[src/rtl/hr_inject_sched_pkg.sv]
// Shared definitions for the ring injection scheduler: flit format, slot states, counter width.
package hr_inject_sched_pkg;

  localparam int unsigned FLIT_W    = 144;
  localparam int unsigned CONTROL_W = 16;
  localparam int unsigned CNT_W     = 8;

  localparam logic [FLIT_W-1:0] EMPTY_FLIT = '0;

  typedef struct packed {
    logic [CONTROL_W-1:0]        control;
    logic [FLIT_W-CONTROL_W-1:0] payload;
  } flit_t;

  typedef enum logic [1:0] {
    SLOT_IDLE   = 2'd0,
    SLOT_OFFER  = 2'd1,
    SLOT_STARVE = 2'd2
  } slot_state_e;

endpackage

[src/rtl/hr_slot_engine.sv]
// One injection slot: round-robin capture of an eligible requester flit, hold until acked,
// and flag starvation when the offer waits STARVE_LIM cycles.
module hr_slot_engine
  import hr_inject_sched_pkg::*;
#(
  parameter int unsigned NREQ       = 4,
  parameter int unsigned STARVE_LIM = 16,
  parameter int unsigned SLOT       = 0
) (
  input  logic                   clk,
  input  logic                   rst,
  input  logic [NREQ-1:0]        req_valid,
  input  logic [NREQ*FLIT_W-1:0] req_flit,
  input  logic [NREQ-1:0]        req_ring,
  input  logic                   ack,
  output logic [NREQ-1:0]        grant,
  output flit_t                  flit_o,
  output logic                   starve_o
);

  localparam int unsigned IDX_W = $clog2(NREQ);
  localparam logic [CNT_W-1:0] LIM = CNT_W'(STARVE_LIM);

  slot_state_e      state;
  logic [CNT_W-1:0] cnt;
  logic [IDX_W-1:0] ptr;

  logic [NREQ-1:0]  elig;
  logic             found;
  logic [IDX_W-1:0] win;
  flit_t            win_flit;
  logic             take_c;

  always_comb begin
    for (int unsigned i = 0; i < NREQ; i++) begin
      elig[i] = req_valid[i] & (req_ring[i] == 1'(SLOT));
    end
  end

  // Search starts one past the last winner and wraps once around all requesters.
  always_comb begin
    found = 1'b0;
    win   = ptr;
    for (int unsigned k = 1; k <= NREQ; k++) begin
      if (!found && elig[IDX_W'((32'(ptr) + k) % NREQ)]) begin
        found = 1'b1;
        win   = IDX_W'((32'(ptr) + k) % NREQ);
      end
    end
  end

  assign win_flit = req_flit[FLIT_W*win +: FLIT_W];
  assign take_c   = found && ((state == SLOT_IDLE) || ack);

  always_ff @(posedge clk or negedge rst) begin
    if (!rst) begin
      state    <= SLOT_IDLE;
      cnt      <= '0;
      ptr      <= IDX_W'(NREQ - 1);
      grant    <= '0;
      flit_o   <= EMPTY_FLIT;
      starve_o <= 1'b0;
    end else begin
      grant <= '0;
      if (take_c) begin
        // An all-zero flit reads as empty on the port, so the slot stays free.
        grant    <= NREQ'(1) << win;
        ptr      <= win;
        flit_o   <= win_flit;
        cnt      <= '0;
        starve_o <= 1'b0;
        state    <= (win_flit == EMPTY_FLIT) ? SLOT_IDLE : SLOT_OFFER;
      end else if (state != SLOT_IDLE) begin
        if (ack) begin
          flit_o   <= EMPTY_FLIT;
          cnt      <= '0;
          starve_o <= 1'b0;
          state    <= SLOT_IDLE;
        end else if (cnt != LIM) begin
          cnt <= cnt + CNT_W'(1);
          if (cnt + CNT_W'(1) == LIM) begin
            state    <= SLOT_STARVE;
            starve_o <= 1'b1;
          end
        end
      end
    end
  end

endmodule

[src/rtl/hr_inject_sched.sv]
// Local-port injection scheduler: two independent slot engines feeding node local ports 0 and 1.
module hr_inject_sched
  import hr_inject_sched_pkg::*;
#(
  parameter int unsigned NREQ       = 4,
  parameter int unsigned STARVE_LIM = 16
) (
  input  logic                   clk,
  input  logic                   rst,
  input  logic [NREQ-1:0]        req_valid,
  input  logic [NREQ*FLIT_W-1:0] req_flit,
  input  logic [NREQ-1:0]        req_ring,
  output logic [NREQ-1:0]        req_ready,
  output logic [FLIT_W-1:0]      port0_local_o,
  output logic [FLIT_W-1:0]      port1_local_o,
  input  logic                   portl0_ack,
  input  logic                   portl1_ack,
  output logic [1:0]             starve_o
);

  logic [NREQ-1:0] grant0;
  logic [NREQ-1:0] grant1;
  flit_t           flit0;
  flit_t           flit1;

  hr_slot_engine #(.NREQ(NREQ), .STARVE_LIM(STARVE_LIM), .SLOT(0)) u_slot0 (
    .clk      (clk),
    .rst      (rst),
    .req_valid(req_valid),
    .req_flit (req_flit),
    .req_ring (req_ring),
    .ack      (portl0_ack),
    .grant    (grant0),
    .flit_o   (flit0),
    .starve_o (starve_o[0])
  );

  hr_slot_engine #(.NREQ(NREQ), .STARVE_LIM(STARVE_LIM), .SLOT(1)) u_slot1 (
    .clk      (clk),
    .rst      (rst),
    .req_valid(req_valid),
    .req_flit (req_flit),
    .req_ring (req_ring),
    .ack      (portl1_ack),
    .grant    (grant1),
    .flit_o   (flit1),
    .starve_o (starve_o[1])
  );

  // Slots draw from disjoint requester sets, so merging their grant registers never collides.
  assign req_ready     = grant0 | grant1;
  assign port0_local_o = flit0;
  assign port1_local_o = flit1;

endmodule

[config.mk]
export PLATFORM = sky130hd
export DESIGN_NAME = hr_inject_sched
export DESIGN_NICKNAME = d
export VERILOG_FILES = /design/src/rtl/hr_inject_sched_pkg.sv /design/src/rtl/hr_slot_engine.sv /design/src/rtl/hr_inject_sched.sv
export SDC_FILE = /design/constraint.sdc
export NUM_CORES = 1
export LEC_CHECK = 0
export ABC_CLOCK_PERIOD_IN_PS = 8340
export CORE_AREA = 2 2 346 348
export CTS_BUF_LIST = sky130_fd_sc_hd__clkbuf_16
export CTS_CLUSTER_SIZE = 24
export DETAILED_ROUTE_END_ITERATION = 16
export DIE_AREA = 0 0 348 350
export DONT_BUFFER_PORTS = 1
export MAX_ROUTING_LAYER = met4
export PLACE_DENSITY = 0.37
export SETUP_SLACK_MARGIN = 0.4
export SKIP_CTS_REPAIR_TIMING = 1
export SLEW_MARGIN = 20
export SYNTH_ARGS = -nofsm -noshare
export SYNTH_HDL_FRONTEND = slang
export SYNTH_SLANG_ARGS = --single-unit
[constraint.sdc]
create_clock -name clk -period 8.34 [get_ports clk]
set_clock_uncertainty 0.15 [all_clocks]
set_input_delay 0.834 -clock clk [delete_from_list [all_inputs] [get_ports clk]]
set_output_delay 0.834 -clock clk [all_outputs]
set_load 0.005 [all_outputs]
# ---- Yosys cells after proc, flatten, opt, wreduce, memory -nomap -nowiden
# Cells that the tools add are included.
dict set report classes {
  n_addsub 10
  n_mul 2
  n_lt_le_gt_ge 8
  eq_ne 4
  n_shift 4
  muxes 70
  bitwise_logic 13
  reduce_logical 36
}
# op n
set op_table {}
lappend op_table {{576-bit by 11-bit indexed part select with 144-bit output} 2}
lappend op_table {{144-bit 2-to-1 mux} 6}
lappend op_table {{144-bit zero test} 2}
lappend op_table {{8-bit 2-to-1 mux} 8}
lappend op_table {{2-bit 2-to-1 mux} 18}
lappend op_table {{1-bit 2-to-1 mux} 28}
lappend op_table {{2-bit by 3-bit < comparator with 1-bit output, second input constant} 8}
lappend op_table {{8-bit by 1-bit adder with 8-bit output, second input constant} 2}
lappend op_table {{1-bit binary-select mux with 2-bit select} 8}
lappend op_table {{8-bit by 5-bit equality test with 1-bit output, second input constant} 2}
lappend op_table {{8-bit by 5-bit != test with 1-bit output, second input constant} 2}
lappend op_table {{4-bit by 2-bit multiplier with 6-bit output, first input constant} 2}
lappend op_table {{2-bit nonzero test} 6}
lappend op_table {{3-bit nonzero test} 4}
lappend op_table {{2-bit by 1-bit adder with 2-bit output, second input constant} 4}
lappend op_table {{2-bit adder, second input constant} 4}
lappend op_table {{1-bit bitwise AND} 8}
lappend op_table {{1-bit logical AND} 8}
lappend op_table {{4-bit 2-to-1 mux} 2}
lappend op_table {{2-bit AND reduction} 4}
lappend op_table {{1-bit by 2-bit << shifter with 4-bit output, first input constant} 2}
lappend op_table {{1-bit zero test} 6}
lappend op_table {{3-bit AND reduction} 2}
lappend op_table {{2-bit zero test} 2}
lappend op_table {{other kinds (3)} 7}
dict set report word_totals {
  register_bits 322
  in_bits 588
  out_inout_bits 294
  elab_cells 161
}

# ---- Depth between registers and ports, before layout
# Gate-level depths: netlist (run 1).
dict set report logic_depth {
  depth_word 19
  depth_mapped 16
  mapped_depth_nobuf 9
}

# ---- Modules after synthesis
# From an unflattened synthesis (run 1), not the netlist that was laid out.
dict set report unflattened {
  hier_cells 2795
  hier_area_um2 24659.9
}
# module instances cells_per_inst area_each_um2 seq_area_each_um2
set modules_own_cells {}
lappend modules_own_cells {{hr_slot_engine at u_slot0} 1 1482 12847.3 4006.3}
lappend modules_own_cells {{hr_slot_engine at u_slot1} 1 1309 11787.6 4006.3}
lappend modules_own_cells {hr_inject_sched 1 4 25.0 0.0}

# ---- Worst setup path before layout (run 1)
# OpenSTA, ideal clock, no wires.
dict set report synth_timing {
  kind {input to register}
  startpoint {input req_ring[1]}
  endpoint {register u_slot1.state[0]}
  setup_ns 0.131
  t_arrival_ns 3.404
  required_time_ns 8.059
  path_slack_ns 4.655
  stages 11
  path_buffers 2
  path_cell_list {and2_1 > a2bb2oi_1 > o21ai_1 > clkbuf_1 > buf_1 > mux2i_1 > mux2i_1 > a2111oi_0 > nand4_1 > o31ai_1 > nand3_1}
}
dict set report synth_between {
  elab_chain_len 18
  word_cells_on_any_way 33
  cone_classes {mul: 1; shift: 1; mux: 18; bitwise: 1; reduce/logical: 12}
}
# element line
set synth_lines {}
lappend synth_lines {{start: declaration} hr_inject_sched.sv:12} ;# input logic [NREQ-1:0] req_ring,
lappend synth_lines {{1-bit bitwise AND *} hr_slot_engine.sv:36} ;# elig[i] = req_valid[i] & (req_ring[i] == 1'(SLOT));
lappend synth_lines {{1-bit binary-select mux with 2-bit select} hr_slot_engine.sv:45} ;# if (!found && elig[IDX_W'((32'(ptr) + k) % NREQ)]) begin
lappend synth_lines {{1-bit 2-to-1 mux (implied by the code)} hr_slot_engine.sv:45}
lappend synth_lines {{1-bit 2-to-1 mux} hr_slot_engine.sv:45}
lappend synth_lines {{1-bit zero test} hr_slot_engine.sv:45}
lappend synth_lines {{1-bit logical AND} hr_slot_engine.sv:45}
lappend synth_lines {{1-bit 2-to-1 mux} hr_slot_engine.sv:45}
lappend synth_lines {{1-bit zero test} hr_slot_engine.sv:45}
lappend synth_lines {{[2 not listed]} -}
lappend synth_lines {{1-bit zero test} hr_slot_engine.sv:45}
lappend synth_lines {{1-bit logical AND} hr_slot_engine.sv:45}
lappend synth_lines {{2-bit 2-to-1 mux} hr_slot_engine.sv:45}
lappend synth_lines {{4-bit by 2-bit multiplier with 6-bit output} hr_slot_engine.sv:52} ;# assign win_flit = req_flit[FLIT_W*win +: FLIT_W];
lappend synth_lines {{576-bit by 11-bit indexed part select with 144-bit output} hr_slot_engine.sv:52}
lappend synth_lines {{144-bit zero test} hr_slot_engine.sv:72} ;# state <= (win_flit == EMPTY_FLIT) ? SLOT_IDLE : SLOT_OFFER;
lappend synth_lines {{1-bit 2-to-1 mux} hr_slot_engine.sv:72}
lappend synth_lines {{2-bit 2-to-1 mux} hr_slot_engine.sv:65} ;# if (take_c) begin
lappend synth_lines {{end signal: assignment} hr_slot_engine.sv:72}
lappend synth_lines {{end: declaration} hr_slot_engine.sv:24} ;# slot_state_e state;
# Mark *: on every way between the ends. The rest lies on a longest branch, timed or not. The select of a mux whose other input is x is not followed.
# A chain may end at the register's enable or synchronous reset.

# ---- Final worst setup path (run 1)
dict set report layout_timing {
  startpoint {register u_slot1.ptr[1]}
  endpoint {register u_slot1.state[0]}
}
dict set report layout_between {
  elab_chain_len 18
  word_cells_on_any_way 36
  cone_classes {add/sub: 4; mul: 1; shift: 1; mux: 18; reduce/logical: 12}
}
# element line
set layout_lines {}
lappend layout_lines {{start: declaration} hr_slot_engine.sv:26} ;# logic [IDX_W-1:0] ptr;
lappend layout_lines {{start signal: assignment} hr_slot_engine.sv:59} ;# ptr <= IDX_W'(NREQ - 1);
lappend layout_lines {{start signal: assignment} hr_slot_engine.sv:68} ;# ptr <= win;
lappend layout_lines {{2-bit by 1-bit adder with 2-bit output} {hr_slot_engine.sv:45, hr_slot_engine.sv:47}}
lappend layout_lines {{1-bit binary-select mux with 2-bit select} hr_slot_engine.sv:45}
lappend layout_lines {{1-bit 2-to-1 mux (implied by the code)} hr_slot_engine.sv:45}
lappend layout_lines {{1-bit 2-to-1 mux} hr_slot_engine.sv:45}
lappend layout_lines {{1-bit zero test} hr_slot_engine.sv:45}
lappend layout_lines {{1-bit logical AND} hr_slot_engine.sv:45}
lappend layout_lines {{1-bit 2-to-1 mux} hr_slot_engine.sv:45}
lappend layout_lines {{1-bit zero test} hr_slot_engine.sv:45}
lappend layout_lines {{[2 not listed]} -}
lappend layout_lines {{1-bit zero test} hr_slot_engine.sv:45}
lappend layout_lines {{1-bit logical AND} hr_slot_engine.sv:45}
lappend layout_lines {{2-bit 2-to-1 mux} hr_slot_engine.sv:45}
lappend layout_lines {{4-bit by 2-bit multiplier with 6-bit output} hr_slot_engine.sv:52}
lappend layout_lines {{576-bit by 11-bit indexed part select with 144-bit output} hr_slot_engine.sv:52}
lappend layout_lines {{144-bit zero test} hr_slot_engine.sv:72}
lappend layout_lines {{1-bit 2-to-1 mux} hr_slot_engine.sv:72}
lappend layout_lines {{2-bit 2-to-1 mux} hr_slot_engine.sv:65}
# Parallel ways exist; a longest one is shown, timed or not. The select of a mux whose other input is x is not followed.

==> impl_metrics.env, run 1 <==
export IMPL_chipHeight_microns=350
export IMPL_gr_usage_all_layers_pct=26.62
export IMPL_slew_viol_final=0
export IMPL_cts_tree="yes"
export IMPL_timing_critical_path_arrival_ns=6.22
export IMPL_slew_headroom_pct=13.47
export IMPL_element_type_at_the_critical_path_end="flip-flop"
export IMPL_global_route_overflow_total=0
export IMPL_timing_fmax_mhz=169.6
export IMPL_drv_max_cap_violation_count=0
export IMPL_synth_async_reset_ratio_pct=100.0
export IMPL_ys_seq_elements=320
export IMPL_failing_checks="hold timing"
export IMPL_portion_of_total_power_attributed_to_sequential_cells_pct=28.5
export IMPL_fin_nets=2891
export IMPL_route_final_wire_length_microns=164800
export IMPL_numClockSinks=320
export IMPL_cp_buffers_inverters=1
export IMPL_power_combinational_fraction_pct=53.3
export IMPL_timing_critical_path_slowest_cell_delay_ns=1.07
export IMPL_cts_path_max_buffers=3
export IMPL_timing_setup_critical_path_class="flip-flop to flip-flop"
export IMPL_wire_length_of_the_first_global_routing_pass_microns=214500
export IMPL_routedWlPerCell_microns=42.37
export IMPL_timing_critical_path_max_delay_family="simple AND/OR/NAND/NOR gates"
export IMPL_synth_edff_count=0
export IMPL_core_area_sq_um=117800
export IMPL_switching_share_pct=52.39
export IMPL_floorplan_die_area_sq_um=121800
export IMPL_dr_total_vias=22240
export IMPL_yosysWarnings=0
export IMPL_path_max_fanout=57
export IMPL_antenna_found_initial=23
export IMPL_netlist_instances=2442
export IMPL_clock_latency_ns=0.63
export IMPL_cpMaxStageDelayCell="dfstp_4"
export IMPL_clkTransAtPathRegs_ns=0.06
export IMPL_postSynthNetCount=3034
export IMPL_power_clock_fraction_pct=18.3
export IMPL_crit_required_ns=8.67
export IMPL_timing_final_setup_violations=0
export IMPL_final_min_period_over_clock_period_pct=70.72
export IMPL_drc=0
export IMPL_detailed_place_area_sq_um=24480
export IMPL_placementRows=126
export IMPL_gpl_final_weighted_congestion=0.9716
export IMPL_finalNonFillerCells=3889
export IMPL_actual_slew_at_the_worst_max_slew_pin_ns=1.292
export IMPL_clock_tree_root="clkbuf_16"
export IMPL_fill_cells=12730
export IMPL_detail_route_iter0_violations=2019
export IMPL_buffer_ports_inserted=0
export IMPL_power_net_switching_uw=5991
export IMPL_ir_worst_vdd_v=0.0002680
export IMPL_syn2layout_area_growth_pct=13.88
export IMPL_p_leak_uw=0.01095
export IMPL_first_global_vias=21920
export IMPL_drt_pre_antenna_iters=6
export IMPL_internal_power_uw=5444
export IMPL_hold_ws_ns=-0.2267
export IMPL_drive_gt1_share_pct=8.768
export IMPL_total_power_uw=11430
export IMPL_setup_worst_path_start_class="flip-flop"
export IMPL_timing_hold_violations_final=316
export IMPL_placed_cells_incl_taps=3785
export IMPL_power_density_relative_to_cell_area_nw_per_um2=438.7
export IMPL_setup_repair_after_global_routing_missed_its_margin="false"
export IMPL_postSynth_topFlopCell="dfrtp_1"
export IMPL_synth_seq_area_share_pct=35.01
export IMPL_setup_tns_ns=0
export IMPL_yosysUniqueCellTypes=58
export IMPL_chip_width_microns=348
export IMPL_ant_nets=0
export IMPL_final_min_clock_period_ns=5.898
export IMPL_synth_cell_area_sq_um=22890
export IMPL_hp_class="input port to async pin"
export IMPL_final_cell_area_sq_um=26060
export IMPL_initial_core_util_pct=19.43
export IMPL_io_pins=882
export IMPL_status="finished with violations"
export IMPL_htree_levels=2
export IMPL_cts_made_buffers=48
export IMPL_detailedPlacementHpwl_microns=127400
export IMPL_critical_path_cell_by_cell="a21oi_1, nand2_4, nand3_4, buf_4, a211oi_1, o22ai_1, or4b_1, or4_1, o31ai_1, nand3_1"
export IMPL_vias_per_cell=5.717
export IMPL_grt_start_max_net_pins=321
export IMPL_synth_area_per_cell_sq_um=9.372
[area by class of cell]
cell class / count / area, sq um / share of cell area, %
sequential: 320 / 8016 / 30.76
inverter: 187 / 701.9 / 2.693
timing repair buffer: 55 / 503.0 / 1.930
multi-input combinational: 1687 / 13350 / 51.20
tap: 1536 / 1922 / 7.374
clock inverter: 40 / 311.5 / 1.195
clock buffer: 49 / 1226 / 4.705
antenna: 15 / 37.54 / 0.1440
[state kept, by name (all words and copies together) (netlist names)]
| name | cells |
|---|---|
| u_slot0.flit_o | 144 |
| u_slot1.flit_o | 144 |
| u_slot0.cnt | 8 |
| u_slot1.cnt | 8 |
| u_slot0.grant | 4 |
| u_slot1.grant | 4 |
| u_slot0.ptr | 2 |
| u_slot0.state | 2 |
| u_slot1.ptr | 2 |
| u_slot1.state | 2 |
[per-layer routing]
metal | vias up | track usage (%) | part of all wire (%)
met2 | 1236 | 42.51 | 47
li1 | 9199 | - | -
met4 | 0 | 8.366 | 3.7
met5 | - | - | 0
met3 | 216 | 7.702 | 8.9
met1 | 11580 | 32.26 | 41
[path summary, 6_finish.rpt]
path                                 from  cells after the start  slack [ns]            endpoint
setup / recovery           u_slot1.ptr[1]                     10        2.44    u_slot1.state[0]
hold / removal                        rst                      0       -0.23  u_slot1.flit_o[11]
setup reg to reg           u_slot1.ptr[1]                     10        2.44    u_slot1.state[0]
hold reg to reg            u_slot1.cnt[7]                      1        0.34      u_slot1.cnt[7]
max in group asynchronous             rst                      0        7.51   u_slot1.flit_o[6]
min in group clk               portl0_ack                      1        0.11    u_slot0.state[1]
[synthesized netlist by cell type, drive strengths merged, types with 2 or more instances]
library cell / instances / area [sq um]
or4: 8 / 60.06
nor2b: 3 / 18.77
o211ai: 298 / 2237
a22oi: 45 / 337.8
buf: 83 / 436.7
and4: 15 / 131.4
or3: 3 / 18.77
a31oi: 32 / 200.2
o22ai: 3 / 18.77
and2: 6 / 37.54
a32oi: 2 / 25.03
nand2b: 9 / 56.30
a21oi: 12 / 60.06
o21ai: 77 / 389.1
nand4: 88 / 550.5
nor3b: 2 / 15.01
nor2: 21 / 78.83
ha: 4 / 50.05
o21a: 2 / 15.01
inv: 187 / 701.9
a211oi: 44 / 330.3
o211a: 2 / 20.02
a2bb2oi: 2 / 23.77
dfstp: 4 / 105.1
nand3: 19 / 95.09
o21bai: 2 / 15.01
a2111oi: 5 / 43.79
clkbuf: 165 / 619.3
mux2i: 422 / 4224
o31ai: 14 / 105.1
mux2: 43 / 484.2
nor4: 31 / 193.9
or2: 5 / 31.28
a32o: 94 / 940.9
and3: 35 / 219.0
nand2: 171 / 641.9
a22o: 148 / 1296
nand3b: 2 / 15.01
dfrtp: 316 / 7908
nor3: 8 / 45.04
[power groups by stage]
stage / Combinational (uW) / Clock (uW) / Sequential [uW]
global placement: 6040 / 0 / 3280
CTS: 6120 / 2160 / 3250
floorplan: 3700 / 0 / 2650
global route: 6390 / 2200 / 3320
finish: 6090 / 2090 / 3250
detailed placement: 6100 / 0 / 3270
[kinds of logic after synthesis]
logic type,Yosys count,share of synthesized area [%]
buffers and inverters,435,7.681
muxes,465,20.57
AOI/OAI and AO/OA,789,26.74
and+or+nand+nor,428,9.742
DFF,320,35.01
adders and majority gates,4,0.2187
xor gates and xnor gates,1,0.03828
[layout by cell type (no fill, tap or decap), types with 6 or more instances in the layout]
master     Yosys  routed
a211oi_1      44      44
a21oi_1       12      12
a22o_1       148     148
a22oi_1       45      45
a31oi_1       32      30
a32o_1        94      94
and3_1        35      35
and4_1        15      15
buf_12         0       7
buf_4          9      47
clkbuf_16      0      49
clkinv_1       0      13
clkinv_2       0       6
dfrtp_1      316     316
diode_2        0      15
inv_1        187     198
mux2_2        43      43
mux2i_1      422     412
mux2i_2        0       9
nand2_1      171     167
nand2b_1       9       9
nand3_1       19      18
nand4_1       88      88
nor2_1        21      21
nor3_1         7       7
nor4_1        31      31
o211ai_1     298     298
o21ai_0       72      71
o31ai_1       14      14
or4_1          8       8
[stage by stage]
step                      util [%]  worst slack (ns)
after floorplan                  -             4.655
after global placement       20.75             1.812
after detailed placement     20.79             2.521
after CTS                    22.10             2.475
after global routing         22.12             2.319
final                        22.13             2.442
(Power assumes the default switching activity.)
==> run 2: changes to the inputs <==
--- a/config.mk
+++ b/config.mk
@@ -5,15 +5,15 @@
 export SDC_FILE = /design/constraint.sdc
 export NUM_CORES = 1
 export LEC_CHECK = 0
-export ABC_CLOCK_PERIOD_IN_PS = 8340
-export CORE_AREA = 2 2 346 348
+export ABC_CLOCK_PERIOD_IN_PS = 4900
+export CORE_AREA = 2 2 339 341
 export CTS_BUF_LIST = sky130_fd_sc_hd__clkbuf_16
 export CTS_CLUSTER_SIZE = 24
 export DETAILED_ROUTE_END_ITERATION = 16
-export DIE_AREA = 0 0 348 350
+export DIE_AREA = 0 0 341 343
 export DONT_BUFFER_PORTS = 1
 export MAX_ROUTING_LAYER = met4
-export PLACE_DENSITY = 0.37
+export PLACE_DENSITY = 0.39
 export SETUP_SLACK_MARGIN = 0.4
 export SKIP_CTS_REPAIR_TIMING = 1
 export SLEW_MARGIN = 20
==> constraint.sdc (replaced) <==
create_clock -name clk -period 4.9 [get_ports clk]
set_clock_uncertainty 0.15 [all_clocks]
set_input_delay 0.49 -clock clk [delete_from_list [all_inputs] [get_ports clk]]
set_output_delay 0.49 -clock clk [all_outputs]
set_load 0.005 [all_outputs]
==> run 2 against run 1 <==
  * Largest cell class unchanged
  * Register-to-register slack got worse by 1.9 ns
  * Clock power increased by 62%
  * The flow still finishes with violations (hold timing)
  * Clock-buffer cell count decreased by 2
  * Maximum frequency increased by 34%
  * Final cell count increased by 1.3%
==> impl_metrics.env, run 2 (same netlist as run 1, synthesis figures left out) <==
export IMPL_status="finished with violations"
export IMPL_failing_checks="hold timing"
export IMPL_fill_cells=12230
export IMPL_dr_total_vias=22440
export IMPL_fin_ws_ns=0.5019
export IMPL_drt_pre_antenna_iters=5
export IMPL_drc=0
export IMPL_cts_tree="yes"
export IMPL_setup_repair_after_global_routing_missed_its_margin="true"
export IMPL_gpl_final_weighted_congestion=0.9953
export IMPL_slew_headroom_pct=6.649
export IMPL_crit_required_ns=5.26
export IMPL_detailed_place_area_sq_um=25030
export IMPL_timing_setup_critical_path_class="flip-flop to flip-flop"
export IMPL_vias_per_cell=5.695
export IMPL_reg_largest_list="u_slot0.flit_o x144, u_slot1.flit_o x144"
export IMPL_final_min_clock_period_ns=4.398
export IMPL_cts_path_max_buffers=3
export IMPL_gr_usage_all_layers_pct=27.45
export IMPL_element_type_at_the_critical_path_end="flip-flop"
export IMPL_p_leak_uw=0.01134
export IMPL_power_density_relative_to_cell_area_nw_per_um2=741.0
export IMPL_slew_viol_final=0
export IMPL_io_pins=882
export IMPL_ant_nets=0
export IMPL_drv_max_cap_violation_count=0
export IMPL_ir_worst_vdd_v=0.0003095
export IMPL_timing_final_setup_violations=0
export IMPL_most_common_layout_cells="mux2i_1 (419), dfrtp_1 (316), o211ai_1 (298)"
export IMPL_drive_gt1_share_pct=11.06
export IMPL_total_power_uw=19790
export IMPL_path_max_fanout=89
export IMPL_grt_start_max_net_pins=321
export IMPL_detailedPlacementHpwl_microns=128100
export IMPL_htree_levels=2
export IMPL_hp_class="input port to async pin"
export IMPL_timing_hold_violations_final=318
export IMPL_antenna_found_initial=24
export IMPL_placementRows=124
export IMPL_clock_latency_ns=0.64
export IMPL_actual_slew_at_the_worst_max_slew_pin_ns=1.394
export IMPL_initial_core_util_pct=20.18
export IMPL_detail_route_iter0_violations=1953
export IMPL_clkTransAtPathRegs_ns=0.07
export IMPL_multi_input_area_sq_um=13330
export IMPL_final_min_period_over_clock_period_pct=89.76
export IMPL_hold_ws_ns=-0.5867
export IMPL_buffer_ports_inserted=0
export IMPL_syn2layout_area_growth_pct=16.68
export IMPL_chipHeight_microns=343
export IMPL_layout_commonest_cell="mux2i_1"
export IMPL_numClockSinks=320
export IMPL_setup_worst_path_start_class="flip-flop"
export IMPL_global_route_overflow_total=0
export IMPL_place_ws_ns=-0.06372
export IMPL_fin_nets=2959
export IMPL_route_final_wire_length_microns=162500
export IMPL_chip_width_microns=341
export IMPL_routedWlPerCell_microns=41.24
export IMPL_cts_made_buffers=47
export IMPL_timing_critical_path_arrival_ns=4.76
export IMPL_floorplan_die_area_sq_um=117000
export IMPL_wire_length_of_the_first_global_routing_pass_microns=213700
export IMPL_core_area_sq_um=113400
export IMPL_layout_utilization_pct=23.55
export IMPL_seq_area_sq_um=8016
export IMPL_timing_fmax_mhz=227.4
export IMPL_first_global_vias=22230
export IMPL_final_cell_area_sq_um=26710
export IMPL_clock_tree_root="clkbuf_16"
-- run 2: cell count changes in the layout (fill, tap and decap cells not counted), moves of 3 or more --
| cell | delta |
|---|---|
| buf_4 | +48 |
| buf_12 | +15 |
| diode_2 | +8 |
| mux2i_1 | +7 |
| mux2i_2 | -6 |
| clkinv_2 | +4 |
| dlygate4sd3_1 | +4 |
| bufinv_16 | -3 |
-- run 2: layout make-up --
class	count	area share [%]
flip-flops and latches	320	30.02
repair buffers	124	4.718
inverters	187	2.628
clock buffers	47	4.404
well taps	1512	7.084
clock inverters	40	1.003
multi-input cells	1687	49.93
diodes	23	0.2155
-- run 2: critical path, stage by stage (launching register included) --
cell      delay, ns
dfstp_4        0.78
a21oi_1        0.17
and2_1         0.25
nor3_4         0.21
buf_12         0.16
buf_16         0.40
o211ai_1       0.26
a22oi_2        0.42
nand4_1        0.32
or4_1          0.61
o31ai_1        0.27
nand3_1        0.11
-- run 2: per-stage QoR --
step / TNS, ns / std cells
after CTS: -0.08439 / 3903
after global routing: 0 / 3934
after floorplan: 0 / 2442
final: 0 / 3940
after detailed placement: -0.06372 / 3816
after global placement: -0.1850 / 3815
-- run 2: path summary, 6_finish.rpt --
| check | to | slack (ns) | startpoint | depth (start not counted) |
|---|---|---|---|---|
| max in group asynchronous | u_slot0.flit_o[65] | 4.35 | rst | 0 |
| max reg2reg | u_slot1.state[0] | 0.50 | u_slot1.ptr[1] | 11 |
| max | u_slot1.state[0] | 0.50 | u_slot1.ptr[1] | 11 |
| min in group clk | u_slot1.flit_o[119] | 0.01 | req_flit[551] | 2 |
| min | u_slot1.flit_o[6] | -0.59 | rst | 0 |
| min reg2reg | u_slot1.cnt[7] | 0.35 | u_slot1.cnt[7] | 1 |
-- run 2: power by group --
part	leakage, uW	internal, uW	switching (uW)
registers	0.00402	3810	1590
clock network	0.000751	1850	1530
logic	0.00656	3840	7170
-- run 2: metal layers --
layer / vias to the layer above / wire [microns] / global-route usage, %
met5: - / 0 / -
met4: 0 / 5846 / 8.875
li1: 9342 / - / -
met2: 1252 / 75130 / 43.27
met3: 221 / 16110 / 9.214
met1: 11620 / 65400 / 32.83
